`src/rtl/eq_gain_ctrl_if.sv`:
```
// Purpose : bundles the adjust/commit signals of the equalizer gain controller.
// Latency : n/a (wires only).
// Backpressure: none; all controls are single-cycle pulses, commits are strobes.
//
// Signals:
//   i_band, i_inc, i_dec, i_preset : band adjust controls (driven by master)
//   i_doneR, i_dsp_done            : commit window close/open pulses (master)
//   o_gain, o_set_gain             : registered gain write strobe (slave)
//   o_dirty, o_busy                : pending-commit mask and busy flag (slave)
//   i_rd_band, o_rd_gain           : gain readback, present only with
//                                    EQ_GAIN_READBACK_EN defined
interface eq_gain_ctrl_if;
    logic [2:0]  i_band;
    logic        i_inc;
    logic        i_dec;
    logic        i_preset;
    logic        i_doneR;
    logic        i_dsp_done;
    logic [15:0] o_gain;
    logic [2:0]  o_set_gain;
    logic [5:0]  o_dirty;
    logic        o_busy;
`ifdef EQ_GAIN_READBACK_EN
    logic [2:0]  i_rd_band;
    logic [15:0] o_rd_gain;

    modport master (
        output i_band, i_inc, i_dec, i_preset, i_doneR, i_dsp_done, i_rd_band,
        input  o_gain, o_set_gain, o_dirty, o_busy, o_rd_gain
    );
    modport slave (
        input  i_band, i_inc, i_dec, i_preset, i_doneR, i_dsp_done, i_rd_band,
        output o_gain, o_set_gain, o_dirty, o_busy, o_rd_gain
    );
`else
    modport master (
        output i_band, i_inc, i_dec, i_preset, i_doneR, i_dsp_done,
        input  o_gain, o_set_gain, o_dirty, o_busy
    );
    modport slave (
        input  i_band, i_inc, i_dec, i_preset, i_doneR, i_dsp_done,
        output o_gain, o_set_gain, o_dirty, o_busy
    );
`endif
endinterface

```
`src/rtl/eq_gain_ctrl.sv`:
```
// Purpose : six-band equalizer gain store with saturating step adjust and
//           windowed, one-band-per-cycle commit of changed gains.
// Latency : one cycle from an eligible open-window cycle to o_set_gain.
// Backpressure: i_doneR closes the commit window; pending bands wait in o_dirty.
//
// Ports:
//   i_clk  : clock, rising edge
//   i_rst  : synchronous active-high reset
//   bus    : eq_gain_ctrl_if.slave (adjust inputs, window pulses, commit outputs)
// Optional feature: define EQ_GAIN_READBACK_EN to add i_rd_band/o_rd_gain
// (registered readback of any band's current gain).
module eq_gain_ctrl #(
    parameter logic [15:0] GAIN_UNITY = 16'h1000,
    parameter logic [15:0] GAIN_STEP  = 16'h0200,
    parameter logic [15:0] GAIN_MIN   = 16'h0200,
    parameter logic [15:0] GAIN_MAX   = 16'h4000
) (
    input  logic          i_clk,
    input  logic          i_rst,
    eq_gain_ctrl_if.slave bus
);

    localparam logic [0:0] S_OPEN   = 1'b0;
    localparam logic [0:0] S_CLOSED = 1'b1;

    logic [0:0]  state_q, state_d;
    logic [15:0] gain_q [6];
    logic [15:0] gain_d [6];
    logic [5:0]  dirty_q, dirty_d;
    logic [2:0]  set_gain_q, set_gain_d;
    logic [15:0] out_gain_q, out_gain_d;

    logic        band_ok;
    logic        adj_vld;
    logic        commit_vld;
    logic [5:0]  commit_mask;
    logic [2:0]  commit_band;
    logic [15:0] commit_gain;

    // 17-bit sum so a step past 16'hFFFF cannot wrap below GAIN_MAX.
    function automatic logic [15:0] step_up(input logic [15:0] g);
        logic [16:0] sum;
        sum = {1'b0, g} + {1'b0, GAIN_STEP};
        if (sum > {1'b0, GAIN_MAX}) begin
            return GAIN_MAX;
        end
        return sum[15:0];
    endfunction

    // Compare before subtracting so the result never wraps.
    function automatic logic [15:0] step_down(input logic [15:0] g);
        logic [16:0] floor_plus_step;
        floor_plus_step = {1'b0, GAIN_MIN} + {1'b0, GAIN_STEP};
        if ({1'b0, g} < floor_plus_step) begin
            return GAIN_MIN;
        end
        return g - GAIN_STEP;
    endfunction

    // Window FSM: a sample start closes it, completion reopens it; the
    // close request wins so no commit lands while the datapath samples.
    always_comb begin
        state_d = state_q;
        if (bus.i_doneR) begin
            state_d = S_CLOSED;
        end else if (bus.i_dsp_done) begin
            state_d = S_OPEN;
        end
    end

    // Lowest pending band wins: scan downwards so the last hit is the lowest.
    always_comb begin
        commit_vld  = (state_q == S_OPEN) && !bus.i_doneR && (dirty_q != 6'h00);
        commit_mask = '0;
        commit_band = '0;
        commit_gain = '0;
        for (int k = 5; k >= 0; k--) begin
            if (dirty_q[k]) begin
                commit_mask    = '0;
                commit_mask[k] = 1'b1;
                commit_band    = 3'(k + 1);
                commit_gain    = gain_q[k];
            end
        end
    end

    // Gain and dirty update. The commit clears its bit before the adjust sets
    // one, so an adjust hitting the band being committed keeps it pending and
    // the newer value goes out on a later cycle.
    always_comb begin
        band_ok = (bus.i_band >= 3'd1) && (bus.i_band <= 3'd6);
        adj_vld = band_ok && (bus.i_inc ^ bus.i_dec);

        dirty_d = dirty_q;
        if (commit_vld) begin
            dirty_d = dirty_q & ~commit_mask;
        end

        for (int b = 0; b < 6; b++) begin
            gain_d[b] = gain_q[b];
            if (bus.i_preset) begin
                gain_d[b] = GAIN_UNITY;
            end else if (adj_vld && (bus.i_band == 3'(b + 1))) begin
                gain_d[b]  = bus.i_inc ? step_up(gain_q[b]) : step_down(gain_q[b]);
                dirty_d[b] = 1'b1;
            end
        end

        if (bus.i_preset) begin
            dirty_d = 6'h3F;
        end

        set_gain_d = commit_vld ? commit_band : 3'd0;
        out_gain_d = commit_vld ? commit_gain : out_gain_q;
    end

    always_ff @(posedge i_clk) begin
        if (i_rst) begin
            state_q    <= S_OPEN;
            dirty_q    <= 6'h3F;
            set_gain_q <= 3'd0;
            out_gain_q <= 16'h0000;
            for (int b = 0; b < 6; b++) begin
                gain_q[b] <= GAIN_UNITY;
            end
        end else begin
            state_q    <= state_d;
            dirty_q    <= dirty_d;
            set_gain_q <= set_gain_d;
            out_gain_q <= out_gain_d;
            for (int b = 0; b < 6; b++) begin
                gain_q[b] <= gain_d[b];
            end
        end
    end

    assign bus.o_gain     = out_gain_q;
    assign bus.o_set_gain = set_gain_q;
    assign bus.o_dirty    = dirty_q;
    assign bus.o_busy     = (dirty_q != 6'h00);

`ifdef EQ_GAIN_READBACK_EN
    logic [15:0] rd_gain_q, rd_gain_d;

    // Bands 0 and 7 do not exist and read as zero.
    always_comb begin
        rd_gain_d = '0;
        for (int b = 0; b < 6; b++) begin
            if (bus.i_rd_band == 3'(b + 1)) begin
                rd_gain_d = gain_q[b];
            end
        end
    end

    always_ff @(posedge i_clk) begin
        if (i_rst) begin
            rd_gain_q <= 16'h0000;
        end else begin
            rd_gain_q <= rd_gain_d;
        end
    end

    assign bus.o_rd_gain = rd_gain_q;
`endif

endmodule

```
`src/flat_wrapper.sv`:
```
// flat-port wrapper written by rule: the top's interface ports become plain ports
module eq_gain_ctrl_flat 
#(
    parameter logic [15:0] GAIN_UNITY = 16'h1000,
    parameter logic [15:0] GAIN_STEP  = 16'h0200,
    parameter logic [15:0] GAIN_MIN   = 16'h0200,
    parameter logic [15:0] GAIN_MAX   = 16'h4000
)
  (i_clk, i_rst, bus_i_band, bus_i_inc, bus_i_dec, bus_i_preset, bus_i_doneR, bus_i_dsp_done, bus_o_gain, bus_o_set_gain, bus_o_dirty, bus_o_busy);
  eq_gain_ctrl_if bus_i ();
  input  logic i_clk;
  input  logic i_rst;
  input wire logic [$bits(bus_i.i_band)-1:0] bus_i_band;
  input wire logic [$bits(bus_i.i_inc)-1:0] bus_i_inc;
  input wire logic [$bits(bus_i.i_dec)-1:0] bus_i_dec;
  input wire logic [$bits(bus_i.i_preset)-1:0] bus_i_preset;
  input wire logic [$bits(bus_i.i_doneR)-1:0] bus_i_doneR;
  input wire logic [$bits(bus_i.i_dsp_done)-1:0] bus_i_dsp_done;
  output wire logic [$bits(bus_i.o_gain)-1:0] bus_o_gain;
  output wire logic [$bits(bus_i.o_set_gain)-1:0] bus_o_set_gain;
  output wire logic [$bits(bus_i.o_dirty)-1:0] bus_o_dirty;
  output wire logic [$bits(bus_i.o_busy)-1:0] bus_o_busy;
  assign bus_i.i_band = bus_i_band;
  assign bus_i.i_inc = bus_i_inc;
  assign bus_i.i_dec = bus_i_dec;
  assign bus_i.i_preset = bus_i_preset;
  assign bus_i.i_doneR = bus_i_doneR;
  assign bus_i.i_dsp_done = bus_i_dsp_done;
  assign bus_o_gain = bus_i.o_gain;
  assign bus_o_set_gain = bus_i.o_set_gain;
  assign bus_o_dirty = bus_i.o_dirty;
  assign bus_o_busy = bus_i.o_busy;
  eq_gain_ctrl #(.GAIN_UNITY(GAIN_UNITY), .GAIN_STEP(GAIN_STEP), .GAIN_MIN(GAIN_MIN), .GAIN_MAX(GAIN_MAX)) u_core (.i_clk(i_clk), .i_rst(i_rst), .bus(bus_i));
endmodule
```
`config.mk`:
```
export PLATFORM = sky130hd
export DESIGN_NAME = eq_gain_ctrl_flat
export DESIGN_NICKNAME = d
export VERILOG_FILES = /design/src/rtl/eq_gain_ctrl_if.sv /design/src/rtl/eq_gain_ctrl.sv /design/src/flat_wrapper.sv
export SDC_FILE = /design/constraint.sdc
export NUM_CORES = 1
export LEC_CHECK = 0
export BUFFER_PORTS_ARGS = -buffer_cell sky130_fd_sc_hd__buf_2
export CORE_ASPECT_RATIO = 1.75
export CORE_MARGIN = 2
export CORE_UTILIZATION = 25
export CTS_CLUSTER_SIZE = 28
export DETAILED_ROUTE_END_ITERATION = 8
export GPL_ROUTABILITY_DRIVEN = 0
export PLACE_DENSITY = 0.44
export SLEW_MARGIN = 5
export SYNTH_ARGS = -nofsm -noshare
export SYNTH_HDL_FRONTEND = slang
export SYNTH_SLANG_ARGS = --single-unit
```
`constraint.sdc`:
```
create_clock -name i_clk -period 4.7 [get_ports i_clk]
set_input_delay 0.235 -clock i_clk [delete_from_list [all_inputs] [get_ports i_clk]]
set_output_delay 0.235 -clock i_clk [all_outputs]
set_load 0.05 [all_outputs]
```
==> flow_metrics.tcl, run 1 <==
set metrics [dict create \
    die_h_um 181.5 \
    via_per_inst 5.785 \
    tns_ps 0 \
    crit_fanout 20 \
    routed_wl_um 15380 \
    status "finished, final reports clean" \
    min_period_ps 2404 \
    core_um2 17540 \
    ys_types 71 \
    synthSimpleGateAreaFrac_pct 24.72 \
    syn_area_um2 4501 \
    grt_pass1_vias 4694 \
    synthFlopType "dfxtp_1" \
    drtIter0Drc 459 \
    slew_headroom_pct 34.65 \
    rsz0062_at_grt "no" \
    maxCapViolations 0 \
    slew_viol_final 0 \
    synth_seq_cells 59 \
    min_path_type "input pin to register" \
    regArea_um2 1181 \
    fin_util_pct 28.32 \
    ios 36 \
    cts-hold-fix-buffers 0 \
    cts_buffers 9 \
    irDropWorstVdd_mv 0.1811 \
    post_cts_buffers 0 \
    arrival_ps 2610 \
    syn2layout_area_growth_pct 10.34 \
    holdWs_ps 164.3 \
    htreeDepth 3 \
    numPortBuffers 26 \
    synthXorXnorAreaFrac_pct 2.335 \
    clk_latency_ps 330 \
    ys_seq_area_share_pct 26.24 \
    p_leak_nw 1.700 \
    ant_nets 0 \
    drive_above_1_share_pct 9.390 \
    gr-usage-all-layers_pct 16.07 \
    synth_fa_ha_area_share_pct 3.336 \
    grt_pass1_wl_um 24720 \
    synth_top_cell_area_share_pct 26.24 \
    fin_crit_sh_pct 51.16 \
    firstDrtPassIters 6 \
    setup_viol 0 \
    syn_inst 617 \
    fmax_mhz 415.9 \
    p_per_area_nw_per_um2 264.6 \
    start_util_pct 25.66 \
    cp.required_ps 4900 \
    hpwlAfterDp_um 10940 \
    nFillCells 1907 \
    rows 64 \
    yosysTopAreaCell "dfxtp_1" \
    fp.dieW_um 105.4 \
    hold_viol 0 \
    multiInputGateArea_um2 2973 \
    cts_resized 0 \
    fin_worst_skew_ps 10.09 \
    drc 0 \
    tightest_slew_ps 972.7 \
    async_reset_ff_share_pct 0 \
    cts.sinks 59 \
    clkTransAtPathRegs_ps 50 \
    crit_path_end_kind "register" \
    antenna_cells 0 \
    grt_max_degree 40 \
    antenna_found_initial 0 \
    die_area_um2 19130 \
    root_buffer "clkbuf_16" \
    vias 4848 \
    ys_warn_count 0 \
    path_class "register to register" \
    cp-start-kind "register" \
    wl_per_cell_um 18.35 \
    cts_tree "built" \
    muxShareOfSynthArea_pct 1.446 \
    syn_area_per_cell_um2 7.294 \
    synth-edff-count 0 \
    fin_nets 625 \
    clockBufferDepth 2 \
    synth_top_family_by_area "compound AO/OA/AOI/OAI gates" \
    synth_area_leaders "dfxtp_1 26%, a21oi_1 6.2%, o21ai_0 4.6%, nor2_1 4.2%, nand2_1 3.5%" \
    synth_compound_area_share_pct 33.42 \
    grt-ovfl-total 0 \
]
routing by layer:
metal  up-vias  global-route usage [%]  share of wire [%]
li1       2284                       -                  -
met1      2344                   17.73                 40
met2       189                   29.42                 53
met3        31                   2.764                4.5
met4         0                   7.413                2.5
met5         -                       0                  0
state kept, by name, summed over array words and instances, names as in the netlist:
| name | count |
|---|---|
| u_core.bus.o_dirty | 6 |
| u_core.bus.o_gain | 7 |
| u_core.bus.o_set_gain | 3 |
| u_core.state_q | 1 |
| u_core.gain_q | 42 |
path summary, 6_finish.rpt:
path	startpoint	end	slack, ps	cells past startpoint
setup / recovery	u_core.bus.o_dirty[0]$_SDFFE_PP1N_	u_core.bus.o_gain[13]$_SDFFE_PP0N_	2300	5
hold / removal	bus_i_doneR	u_core.state_q$_SDFFE_PP0P_	160	3
setup reg to reg	u_core.bus.o_dirty[0]$_SDFFE_PP1N_	u_core.bus.o_gain[13]$_SDFFE_PP0N_	2300	5
hold reg to reg	u_core.bus.o_gain[9]$_SDFFE_PP0N_	u_core.bus.o_gain[9]$_SDFFE_PP0N_	490	2
synthesized netlist by cell type, types with 12 or more instances:
cell	instances
a21oi_1	56
a31oi_1	13
and3_1	16
buf_2	12
clkbuf_1	36
dfxtp_1	59
ha_1	12
inv_1	25
nand2_1	42
nand3_1	21
nor2_1	50
nor3_1	26
nor4_1	12
o211ai_1	18
o21ai_0	41
stage by stage:
stage          total power [mW]  cells  instance area, um2  setup slack, ps
6_report                  1.314    838                4966             2296
5_1_grt                   1.363    838                4966             2069
4_1_cts                   1.325    838                4966             2321
3_5_place_dp             0.6841    823                4686             2196
3_3_place_gp             0.6833    823                4686             2220
2_1_floorplan            0.6491    625                4531             2424
worst max-delay path: stages (launching register included):
cell,delay [ps]
dfxtp_1,720
nor3_1,290
a21boi_1,780
o211ai_1,180
a21oi_1,230
nor3_1,80
logic make-up after synthesis:
logic type               count (synthesis)
buffers and inverters                   87
AO/OA/AOI/OAI                          222
flip-flops                              59
other                                    1
multiplexers                             6
AND/OR/NAND/NOR                        218
adder cells (fa/ha/maj)                 12
XOR/XNOR                                12
cells in the final DEF, fill, tap and decap left out, types with 3 or more instances in the layout:
cell       instances
xor2_1             3
a21oi_1           56
a211oi_1           9
a21o_1             8
a221oi_1           8
and4_1             4
a311oi_1           4
a31o_2             3
nand3_1           21
nor4_1            12
nor2b_1            8
a31oi_1           13
clkbuf_16          9
clkbuf_8           3
a32o_1             4
inv_1             25
and3_1            16
or4_1              3
xnor2_1            9
nor3b_1            4
conb_1             9
ha_1              12
nor3_1            26
o22ai_1            4
o21ai_0           41
o221ai_1           5
nor2_1            49
buf_2             26
nand2_1           42
nand4_1            7
nand2b_1           4
mux2_2             4
o31ai_1            6
o211ai_1          18
a22oi_1           10
dfxtp_1           59
or3_1             11
a41oi_1            4
where the power goes:
| group | internal [mW] | total (mW) | switching, mW |
|---|---|---|---|
| sequential | 0.509 | 0.522 | 0.0130 |
| clock | 0.396 | 0.639 | 0.243 |
| combinational | 0.0398 | 0.153 | 0.113 |
layout make-up:
class	count	share of cell area, %
Tap cell	231	5.820
Sequential cell	59	23.78
Timing Repair Buffer	28	2.923
Multi-Input combinational cell	479	59.86
Clock buffer	13	5.442
Inverter	26	1.965
Clock inverter	2	0.2016
Note: power is estimated with default switching activity, not from simulation.
==> run 2: changes to the inputs <==
--- a/config.mk
+++ b/config.mk
@@ -12,7 +12,7 @@
 export CTS_CLUSTER_SIZE = 28
 export DETAILED_ROUTE_END_ITERATION = 8
 export GPL_ROUTABILITY_DRIVEN = 0
-export PLACE_DENSITY = 0.44
+export PLACE_DENSITY = 0.45
 export SLEW_MARGIN = 5
 export SYNTH_ARGS = -nofsm -noshare
 export SYNTH_HDL_FRONTEND = slang
==> constraint.sdc (replaced) <==
create_clock -name i_clk -period 2.2 [get_ports i_clk]
set_input_delay 0.11 -clock i_clk [delete_from_list [all_inputs] [get_ports i_clk]]
set_output_delay 0.11 -clock i_clk [all_outputs]
set_load 0.05 [all_outputs]
==> run 2 against run 1 <==
Setup slack got worse by 2100 ps. Clock power increased by 130%. Cell count grew 4.3%. Clock-buffer cell count unchanged. Via count rose by 0.60%. Maximum frequency is 18% higher. Sequential power increased by 110%. Flip-flop and latch count unchanged. Wire length decreased by 1.7%. Worst hold slack got worse by 110 ps. Cell area up 6.1%. Non-clock buffer count up 36. Critical path type unchanged.
==> flow_metrics.tcl, run 2 (synthesized netlist as in run 1, its figures left out) <==
set metrics [dict create \
    status "finished, final reports clean" \
    slew_headroom_pct 60.78 \
    nFillCells 1878 \
    layout_common_cells "57 x dfxtp_1, 56 x a21oi_1, 49 x nor2_1" \
    grt_pass1_wl_um 24480 \
    cp.required_ps 2420 \
    critPathBufInv 0 \
    fin_nets 661 \
    critical_path.startpoint "u_core.gain_q[5][9]$_SDFFE_PP0P_" \
    fmax_mhz 491.7 \
    drc 0 \
    crit_fanout 8 \
    fin_util_pct 30.06 \
    irDropWorstVdd_mv 0.2964 \
    arrival_ps 2250 \
    drtIter0Drc 307 \
    die_h_um 181.5 \
    min_path_type "input pin to register" \
    r2r_end "u_core.gain_q[5][9]$_SDFFE_PP0P_" \
    grt_pass1_vias 4743 \
    top_register "u_core.gain_q" \
    cts_tree "built" \
    clockBufferDepth 2 \
    rrSetupSlack_ps 170 \
    fin_crit_sh_pct 92.45 \
    setup_viol 0 \
    fin_worst_skew_ps 8.893 \
    layout_commonest_cell "dfxtp_1" \
    largest_reg_flops 42 \
    start_util_pct 25.66 \
    whs_endpoint "u_core.state_q$_SDFFE_PP0P_" \
    grt_max_degree 30 \
    cts.sinks 59 \
    total_power_mw 2.897 \
    clk_latency_ps 340 \
    max_stage_delay_ps 440 \
    numPortBuffers 26 \
    gr-usage-all-layers_pct 15.96 \
    syn2layout_area_growth_pct 17.13 \
    path_cells "ha_1 -> or3_1 -> a211oi_4 -> nor3_1 -> a2111oi_0" \
    r2r-start "u_core.gain_q[5][9]$_SDFFE_PP0P_" \
    die_area_um2 19130 \
    cts_buffers 9 \
    ios 36 \
    cp_slowest_cell "or3_1" \
    htreeDepth 3 \
    slew_viol_final 0 \
    hp-start "bus_i_doneR" \
    min_period_ps 2034 \
    crit_path_end_kind "register" \
    tns_ps 0 \
    vias 4877 \
    hpwlAfterDp_um 11160 \
    min_path_cells 3 \
    drive_above_1_share_pct 14.93 \
    antenna_cells 0 \
    root_buffer "clkbuf_16" \
    p_per_area_nw_per_um2 549.6 \
    ant_nets 0 \
    grt-ovfl-total 0 \
    antenna_found_initial 0 \
    fp.dieW_um 105.4 \
    firstDrtPassIters 5 \
    hold_viol 0 \
    rows 64 \
    path_class "register to register" \
    clkTransAtPathRegs_ps 50 \
    routed_wl_um 15120 \
    tightest_slew_ps 583.4 \
    via_per_inst 5.580 \
    p_leak_nw 1.890 \
    crit_family "compound AO/OA/AOI/OAI gates" \
    r2r_cells 5 \
    rsz0062_at_grt "no" \
    cp-start-kind "register" \
    core_um2 17540 \
    maxCapViolations 0 \
    wl_per_cell_um 17.30 \
]
-- run 2: cell count changes in the layout (fill, tap and decap cells not counted), sizes merged --
cell    previous run  this run
buf               28        64
bufinv             0         1
clkinv             3         2
-- run 2: worst max-delay path by stage --
stage                                              end  cells after the start
floorplan           u_core.bus.o_gain[12]$_SDFFE_PP0N_                      6
global placement     u_core.gain_q[2][13]$_SDFFE_PP0P_                      6
detailed placement    u_core.gain_q[5][9]$_SDFFE_PP0P_                      5
CTS                  u_core.gain_q[2][13]$_SDFFE_PP0P_                      6
global route          u_core.gain_q[5][9]$_SDFFE_PP0P_                      5
finish                u_core.gain_q[5][9]$_SDFFE_PP0P_                      5
-- run 2: tightest hold or removal path: stages --
cell and delay, ps:
buf_2 120, a21oi_1 50, nor2_1 70
-- run 2: where the power goes --
group / internal (mW) / switching (mW)
clock: 0.931 / 0.508
sequential: 1.09 / 0.0187
combinational: 0.103 / 0.249
total: 2.12 / 0.775
-- run 2: per-stage QoR --
step	setup slack [ps]	cell area, um2	cells	hold WS [ps]
2_1_floorplan	49.85	4533	625	188.7
3_3_place_gp	174.1	4959	859	380.5
3_5_place_dp	143.9	4959	859	390.6
4_1_cts	120.5	5254	874	39.94
5_1_grt	11.23	5271	874	94.23
6_report	166.1	5271	874	55.08
-- run 2: what timing repair did --
| action | in CTS | in global routing |
|---|---|---|
| gates resized for setup | 0 | 4 |
| hold buffers | 0 | 0 |
| setup endpoints to repair | 0 | 6 |
| buffers inserted | 0 | 0 |
-- run 2: area by class of cell --
cell class,count,area (um2),area share (%)
multi-input cells,479,2990,56.73
flip-flops and latches,59,1184,22.45
repair buffers,64,415.4,7.880
well taps,231,289.0,5.483
clock buffers,13,260.3,4.937
inverters,26,97.59,1.851
clock inverters,2,35.03,0.6646
-- run 2: per-layer routing --
metal	global-route usage, %	vias to the layer above	part of all wire (%)
li1	-	2350	-
met1	17.47	2344	40
met2	29.65	148	53
met3	2.190	35	3.8
met4	7.680	0	3.1
met5	0	-	0
==> run 3: changes to the inputs <==
--- a/config.mk
+++ b/config.mk
@@ -5,14 +5,15 @@
 export SDC_FILE = /design/constraint.sdc
 export NUM_CORES = 1
 export LEC_CHECK = 0
-export BUFFER_PORTS_ARGS = -buffer_cell sky130_fd_sc_hd__buf_2
+export ABC_AREA = 1
 export CORE_ASPECT_RATIO = 1.75
 export CORE_MARGIN = 2
 export CORE_UTILIZATION = 25
 export CTS_CLUSTER_SIZE = 28
 export DETAILED_ROUTE_END_ITERATION = 8
+export DONT_BUFFER_PORTS = 1
 export GPL_ROUTABILITY_DRIVEN = 0
-export PLACE_DENSITY = 0.45
+export PLACE_DENSITY = 0.44
 export SLEW_MARGIN = 5
 export SYNTH_ARGS = -nofsm -noshare
 export SYNTH_HDL_FRONTEND = slang
==> run 3 against run 2 <==
Clock skew is essentially flat. Combinational power shrank 23%. Clock-buffer cell count shrank 4. Non-clock buffer count shrank 45. Setup slack gained 330 ps. Critical path depth grew 3. Synthesized cell count grew 30%. Via count grew 2.8%. Cell area shrank 0.12%. Register-to-register slack gained 330 ps. Sequential power grew 4%.
==> flow_metrics.tcl, run 3 <==
set metrics [dict create \
    grt-ovfl-total 0 \
    drtIter0Drc 250 \
    pre_cts_slack_ps 539.5 \
    syn2layout_area_growth_pct 11.41 \
    fp.dieW_um 107.9 \
    syn_area_per_cell_um2 5.878 \
    antenna_cells 0 \
    clockBufferDepth 2 \
    status "finished, final reports clean" \
    r2r_end "u_core.gain_q[1][9]$_SDFFE_PP0P_" \
    crit_end "u_core.gain_q[1][9]$_SDFFE_PP0P_" \
    layout_commonest_cell "nand2_1" \
    cp_slowest_cell "dfxtp_1" \
    gr-usage-all-layers_pct 16.59 \
    fin_nets 819 \
    grtUsageMet2_pct 31.25 \
    synth_top_cell_area_share_pct 24.99 \
    drive_above_1_share_pct 5.611 \
    layout_common_cells "215 x nand2_1, 91 x nor2_1, 90 x inv_1" \
    r2r-start "u_core.gain_q[1][9]$_SDFFE_PP0P_" \
    synth_common_cells "215 x nand2_1, 92 x nor2_1, 90 x inv_1, 85 x nand3_1, 65 x o21ai_0" \
    wl_per_cell_um 15.31 \
    largest_reg_flops 42 \
    die_area_um2 20060 \
    crit_cells 8 \
    root_buffer "clkbuf_16" \
    r2r_cells 8 \
    grt_max_degree 43 \
    fin_worst_skew_ps 8.630 \
    routed_wl_um 15920 \
    critPathBufInv 0 \
    max_stage_delay_ps 530 \
    numPortBuffers 0 \
    start_util_pct 25.43 \
    ys_warn_count 0 \
    setup_slack_ps 494.0 \
    arrival_ps 1950 \
    nFillCells 2093 \
    drc 0 \
    crit_family "simple AND/OR/NAND/NOR gates" \
    synth-edff-count 0 \
    async_reset_ff_share_pct 0 \
    grt_busiest_layer "met2" \
    dpl_cell_area_um2 4922 \
    hpwlAfterDp_um 12030 \
    min_path_type "input pin to register" \
    use_met1_pct 16.70 \
    syn_inst 804 \
    yosysTopAreaCell "dfxtp_1" \
    fmax_mhz 586.1 \
    grt_pass1_wl_um 25440 \
    grt_use_met3_pct 4.272 \
    slew_headroom_pct 44.31 \
    die_h_um 185.9 \
    synth_area_leaders "dfxtp_1 25%, nand2_1 17%, nand3_1 9.0%, nor2_1 7.3%, inv_1 7.1%" \
    instances_no_fill 1040 \
    core_um2 18580 \
    min_period_ps 1706 \
    clk_latency_ps 350 \
    irDropWorstVdd_mv 0.2737 \
    ios 36 \
    fin_crit_sh_pct 77.55 \
    slew_viol_final 0 \
    syn_area_um2 4726 \
    firstDrtPassIters 5 \
    top_register "u_core.gain_q" \
    setup_viol 0 \
    vias 5012 \
    tightest_slew_ps 832.6 \
    cts_tree "built" \
    ys_seq_area_share_pct 24.99 \
    synthFlopType "dfxtp_1" \
    yosysMostFrequentCell "nand2_1" \
    critical_path.startpoint "u_core.gain_q[1][9]$_SDFFE_PP0P_" \
    cts_buffers 9 \
    tns_ps 0 \
    antenna_found_initial 0 \
    cts.sinks 59 \
    hold_viol 0 \
    clkTransAtPathRegs_ps 60 \
    via_per_inst 4.819 \
    crit_top_cell "nand2_1" \
    htreeDepth 3 \
    crit_fanout 9 \
    rows 66 \
    grt_pass1_vias 4943 \
    synth_seq_cells 59 \
    cp-start-kind "register" \
    dp_cells 1020 \
    rsz0062_at_grt "no" \
    maxCapViolations 0 \
    ant_nets 0 \
    cp.required_ps 2440 \
    path_cells "ha_1 -> nand3_1 -> o21ai_0 -> nand2_1 -> nand2_1 -> nand2_1 -> nand2_1 -> nand2_1" \
    ys_types 33 \
    path_class "register to register" \
    p_leak_nw 2.340 \
    rrSetupSlack_ps 490 \
    crit_path_end_kind "register" \
    final_cell_area_um2 5265 \
    p_per_area_nw_per_um2 550.8 \
]
## run 3: how the worst min path moves through the flow
| stage | start | slack [ps] | cells after the start | endpoint |
|---|---|---|---|---|
| after detailed placement | i_rst | 180 | 1 | u_core.bus.o_gain[9]$_SDFFE_PP0N_ |
| after global placement | i_rst | 180 | 1 | u_core.bus.o_gain[13]$_SDFFE_PP0N_ |
| after CTS | bus_i_inc | 4 | 4 | u_core.gain_q[5][10]$_SDFFE_PP0P_ |
| final | bus_i_inc | 6 | 4 | u_core.gain_q[5][10]$_SDFFE_PP0P_ |
| after floorplan | bus_i_dsp_done | 210 | 1 | u_core.state_q$_SDFFE_PP0P_ |
| after global routing | bus_i_inc | 30 | 4 | u_core.gain_q[1][10]$_SDFFE_PP0P_ |
## run 3: cell type report
class	count	area (um2)	share of cell area, %
clock buffers	9	225.2	4.278
clock inverters	7	77.57	1.473
inverters	93	349.1	6.630
multi-input cells	615	2957	56.16
flip-flops and latches	59	1181	22.43
well taps	238	297.8	5.656
repair buffers	19	177.7	3.375
## run 3: what timing repair did
action	in CTS	in global routing
resized for setup	0	0
hold buffers	4	0
setup buffers	0	0
hold endpoints to repair	22	0
## run 3: logic make-up (layout without fill, tap and decap cells)
kind of cell    count (synthesis)  count (layout)  share of synthesized area [%]
simple gates                  434             434                          39.42
flops                          59              59                          24.99
fa+ha+maj                      12              12                          3.177
buf+inv                       138             128                          13.13
xor+xnor                       19              19                          3.680
compound gates                141             141                          15.51
other cells                     1               9                        0.07935
## run 3: through the flow
step,util [%],power (mW),hold slack [ps]
4_1_cts,28.34,2.947,4.224
6_report,28.34,2.900,5.876
2_1_floorplan,-,1.385,212.9
5_1_grt,28.34,3.029,29.07
3_5_place_dp,26.49,1.432,184.2
3_3_place_gp,26.49,1.438,181.4
## run 3: report_power, final
group	internal [mW]	total, mW	switching (mW)
Clock	0.884	1.48	0.594
Sequential	1.09	1.15	0.0607
Combinational	0.0767	0.272	0.195
Total	2.05	2.90	0.850
## run 3: worst min-delay path, stage by stage
cell,delay (ps)
nand2_1,40
inv_1,30
nand3_1,70
a21oi_1,60
## run 3: routing by layer
metal / share of wire [%] / up-vias
met2: 54 / 126
li1: - / 2584
met4: 2.9 / 0
met1: 38 / 2265
met5: 0 / -
met3: 5.7 / 37
